## config.mk

```make
export PLATFORM = sky130hd
export DESIGN_NAME = mem_access_unit
export DESIGN_NICKNAME = d
export VERILOG_FILES = /design/src/rtl/mem_access_unit.sv
export SDC_FILE = /design/constraint.sdc
export NUM_CORES = 1
export LEC_CHECK = 0
export BUFFER_PORTS_ARGS = -buffer_cell sky130_fd_sc_hd__clkbuf_2
export CAP_MARGIN = 20
export CELL_PAD_IN_SITES_DETAIL_PLACEMENT = 1
export CELL_PAD_IN_SITES_GLOBAL_PLACEMENT = 1
export CORE_UTILIZATION = 34
export CTS_BUF_LIST = sky130_fd_sc_hd__clkbuf_8
export DETAILED_ROUTE_END_ITERATION = 16
export GPL_ROUTABILITY_DRIVEN = 0
export HOLD_SLACK_MARGIN = 0.03
export PLACE_DENSITY_LB_ADDON = 0.1
export SLEW_MARGIN = 20
export SYNTH_ARGS = -nofsm -noshare
export SYNTH_HDL_FRONTEND = slang
export SYNTH_SLANG_ARGS = --single-unit
```

## constraint.sdc

```tcl
create_clock -name clk -period 2.8 [get_ports clk]
set_clock_uncertainty 0.15 [all_clocks]
set_input_delay 0.56 -clock clk [delete_from_list [all_inputs] [get_ports clk]]
set_output_delay 0.56 -clock clk [all_outputs]
set_load 0.005 [all_outputs]
```

## src/rtl/mem_access_unit.sv

```systemverilog
// MEM-stage memory access unit: turns EX/MEM load/store control into a
// handshaked multi-cycle data-bus request, stalls the pipeline until the
// access completes, and returns aligned, extended load data.
module mem_access_unit #(
   parameter int unsigned TIMEOUT = 16,
   parameter int unsigned CNT_W   = 5
) (
   input  logic        clk,
   input  logic        rst,
   input  logic        memread,
   input  logic        memwrite,
   input  logic        byte_in,
   input  logic        signext_in,
   input  logic [31:0] addr,
   input  logic [31:0] wdata,
   output logic        bus_req,
   output logic        bus_we,
   output logic [31:0] bus_addr,
   output logic [31:0] bus_wdata,
   output logic [3:0]  bus_be,
   input  logic        bus_ack,
   input  logic [31:0] bus_rdata,
   output logic [31:0] load_data,
   output logic        stall,
   output logic        align_err,
   output logic        bus_err
);

   typedef enum logic [1:0] {IDLE, REQ, DONE} state_t;

   state_t           state;
   logic [CNT_W-1:0] cnt;
   logic             cap_load;
   logic             cap_byte;
   logic             cap_sext;
   logic [1:0]       cap_lane;

   logic             op;
   logic             misalign;
   logic             timeout_hit;
   logic [7:0]       rd_byte;
   logic [31:0]      load_ext;

   assign op          = memread | memwrite;
   assign misalign    = op & ~byte_in & (addr[1:0] != 2'b00);
   assign timeout_hit = (cnt == CNT_W'(TIMEOUT - 1));

   // Hold the pipeline while a legal access is being issued or is in flight
   assign stall = ((state == IDLE) & op & ~misalign) | (state == REQ);

   // Select the addressed byte lane and extend it for the writeback path
   always_comb begin
      rd_byte = bus_rdata[7:0];
      case (cap_lane)
         2'd1:    rd_byte = bus_rdata[15:8];
         2'd2:    rd_byte = bus_rdata[23:16];
         2'd3:    rd_byte = bus_rdata[31:24];
         default: rd_byte = bus_rdata[7:0];
      endcase
      if (cap_byte)
         load_ext = cap_sext ? {{24{rd_byte[7]}}, rd_byte} : {24'b0, rd_byte};
      else
         load_ext = bus_rdata;
   end

   // Access FSM with registered bus outputs, load result and error pulses
   always_ff @(posedge clk) begin
      if (rst) begin
         state     <= IDLE;
         cnt       <= '0;
         cap_load  <= 1'b0;
         cap_byte  <= 1'b0;
         cap_sext  <= 1'b0;
         cap_lane  <= 2'b00;
         bus_req   <= 1'b0;
         bus_we    <= 1'b0;
         bus_addr  <= '0;
         bus_wdata <= '0;
         bus_be    <= '0;
         load_data <= '0;
         align_err <= 1'b0;
         bus_err   <= 1'b0;
      end else begin
         align_err <= 1'b0;
         bus_err   <= 1'b0;
         case (state)
            IDLE: begin
               if (op) begin
                  if (misalign) begin
                     align_err <= 1'b1;
                  end else begin
                     state     <= REQ;
                     cnt       <= '0;
                     cap_load  <= ~memwrite;
                     cap_byte  <= byte_in;
                     cap_sext  <= signext_in;
                     cap_lane  <= addr[1:0];
                     bus_req   <= 1'b1;
                     bus_we    <= memwrite;
                     bus_addr  <= {addr[31:2], 2'b00};
                     if (memwrite && byte_in) begin
                        bus_be    <= 4'b0001 << addr[1:0];
                        bus_wdata <= {4{wdata[7:0]}};
                     end else if (memwrite) begin
                        bus_be    <= 4'hF;
                        bus_wdata <= wdata;
                     end else begin
                        bus_be    <= 4'hF;
                        bus_wdata <= '0;
                     end
                  end
               end
            end
            REQ: begin
               cnt <= cnt + CNT_W'(1);
               if (bus_ack || timeout_hit) begin
                  state     <= DONE;
                  bus_req   <= 1'b0;
                  bus_we    <= 1'b0;
                  bus_addr  <= '0;
                  bus_wdata <= '0;
                  bus_be    <= '0;
                  if (bus_ack) begin
                     if (cap_load) load_data <= load_ext;
                  end else begin
                     bus_err <= 1'b1;
                     if (cap_load) load_data <= '0;
                  end
               end
            end
            DONE: begin
               state <= IDLE;
               cnt   <= '0;
            end
            default: begin
               state <= IDLE;
               cnt   <= '0;
            end
         endcase
      end
   end

endmodule

```

==> run metrics <==
Clock Tree Root=clkbuf_8; fmax=426.9 MHz; crit-path cells=ha_1 > and3_1 > ha_1 > or2_1 > a32oi_4 > buf_4 > nand2_1 > a21oi_1; crit path launch type=flip-flop; worst hold path type=in -> reg; slew of the pin with the lowest slew margin=~740 ps; largest cells by area after synthesis=dfxtp_1 (50%), a22oi_1 (10%), a21oi_1 (6.8%); Slew Viols, Final=0; Tcrit/Tclk final=0.8366; wire length of the first global-routing pass=between 20 and 25 mm; Die W=between 100 and 150 um; row count=41; Fill cells=~1600; CP delay by family, top=simple AND/OR/NAND/NOR gates; Detailed Route WL=14.20 mm; most common cell after layout, fill and taps aside=clkbuf_2; n_diodes=0; Vias=4492; element type at the critical path end=flip-flop; Synth Cell Area=about 4600 um2; hpwl dp=approximately 10 mm; final setup TNS=0 ps; share of cells above drive strength 1=0.3425; slowest CP cell=buf_4; Final ANT Viol Nets=0; reg2reg setup slack=460 ps; TritonCTS clock tree=built; number of CTS-inserted buffers=17; core box area=12820 um2; minimum clock period=between 2000 and 2500 ps; Yosys top cell area share=0.5015; Wirelength per Cell=15.84 um; maxcap violations=0; RSZ-0062 raised after global routing=false; vias per cell=between 5 and 6; status=finished, final reports clean; Critical Path RT=about 3000 ps; max incr delay on CP=440 ps; Final Hold Fails=0; I/O pin count=about 210; CP most frequent cell=ha_1; Mapped Avg Cell Area=about 8.8 um2; vias in the first global route=~4600; Synth area leader=dfxtp_1; CTS sink cnt=between 100 and 150; Seq/Total Area, Yosys=0.5015; GRT Total Usage=0.2087; Netlist cell types=32; Worst Setup Path Type=reg -> reg; initial antenna violation count=1; largest net degree at the start of global routing=44; Area Growth Syn to Fin=33.65%; Clock Pin Slew Worst Setup and Hold Paths=70 ps; TritonRoute pass-1 iters=4; slew margin rel.=0.5019; clock buffer depth=2; Die Y=between 100 and 150 um; Post-DP Area=between 5000 and 6000 um2; Mapped Cells=520; number of nets in the layout=816; hold_buf cts=0; Pleak=~2.7 nW; Synth warnings=0; initial detailed-routing violation count=208; DR DRC count=0; most frequent cells in the layout=clkbuf_2 (204), dfxtp_1 (114), nor2_1 (65); grt ovf=0; post-route cell area=just over 6000 um2; clk_lat worst skew=between 400 and 500 ps; post_cts resized=0; FF+latch count, synth=114; final hold slack=195.3 ps; final setup fails=0; die area=13850 um2; Initial Utilization=0.3548; Arr. time, crit path=~2500 ps; Port Buffers=205; Crit Path Max Fanout=43; Power Dens Cells=628.8 nW/um2; post-CTS setup buffer count=0; CP bufs+invs=1; H-Tree Level Count=4; Peak VDD IR=0.2621 mV
-- flip-flops by register name (all words and copies together) (netlist names) --
signal / cells
bus_addr: 30
cnt: 5
cap_byte: 1
bus_wdata: 32
bus_err: 1
load_data: 32
cap_lane: 2
bus_we: 1
align_err: 1
bus_be: 4
cap_load: 1
bus_req: 1
state: 2
cap_sext: 1
-- synth_stat cells --
cell       count
nand3_1        2
conb_1         1
a31oi_1        1
a2bb2oi_1      1
buf_6          2
or4_4          1
buf_2          8
o2bb2ai_1      1
ha_1           2
a32o_1         8
or2_1          2
nor2b_1       28
o21ai_0       14
nand2_1       37
o21ai_1       25
clkbuf_1      27
nand2b_1      10
nor3_1         6
a32oi_1        1
buf_8          2
nor2_1        65
a21oi_1       62
and3_1         5
inv_1          1
and2_1        15
buf_4          5
nand4b_1       1
a21boi_1       1
mux2i_1        8
dfxtp_1      114
o21bai_1       1
a22oi_1       63
-- final cells by class --
| class | instances | area, um2 | share of cell area |
|---|---|---|---|
| flip-flops and latches | 114 | 2282 | 0.3752 |
| multi-input cells | 362 | 2056 | 0.3380 |
| repair buffers | 215 | 1116 | 0.1835 |
| clock buffers | 22 | 302.8 | 0.04978 |
| well taps | 172 | 215.2 | 0.03538 |
| clock inverters | 10 | 106.4 | 0.01749 |
| inverters | 1 | 3.754 | 0.0006172 |
-- routing by layer --
layer  global-route usage  vias to the layer above  wire, um
met5                    0                        -        11
met4              0.07612                        2       227
met3              0.07897                       21      1072
met2               0.3445                      144      6789
met1               0.2454                     2112      6094
li1                     -                     2213         -
-- where the power goes --
part	internal [mW]	switching (mW)	leakage (nW)
clock	0.900	0.660	0.208
combinational	0.222	0.284	1.55
sequential	1.70	0.0555	0.929
total	2.82	1.00	2.69
-- per-stage QoR --
step,utilization,instances,power (mW),setup WS [ps]
3_3_place_gp,0.4423,864,2.290,497.1
4_1_cts,0.4742,896,3.885,422.6
5_1_grt,0.4742,896,4.028,259.9
3_5_place_dp,0.4423,864,2.307,463.5
2_1_floorplan,-,521,2.064,700.2
6_report,0.4742,896,3.825,457.5
-- worst reg2reg max path, stage by stage (launching register included) --
cell	delay, ps
dfxtp_1	330
ha_1	230
and3_1	190
ha_1	160
or2_1	280
a32oi_4	200
buf_4	440
nand2_1	140
a21oi_1	150
-- cells by family (layout without fill, tap and decap cells) --
logic type	Yosys count	count (layout)	share of synthesized area
compound gates	178	178	0.2431
fa+ha+maj	2	2	0.005498
buf+inv	45	248	0.05169
flops	114	114	0.5015
mux	8	8	0.01760
other cells	1	2	0.0008241
simple gates	172	172	0.1798
-- worst paths after layout --
path / start / depth (start not counted) / to
setup reg to reg: cnt[0] / 8 / bus_wdata[15]
setup / recovery: cnt[0] / 8 / bus_wdata[15]
hold reg to reg: bus_be[0] / 2 / bus_be[0]
hold / removal: bus_ack / 2 / bus_err
(Power assumes the default switching activity.)
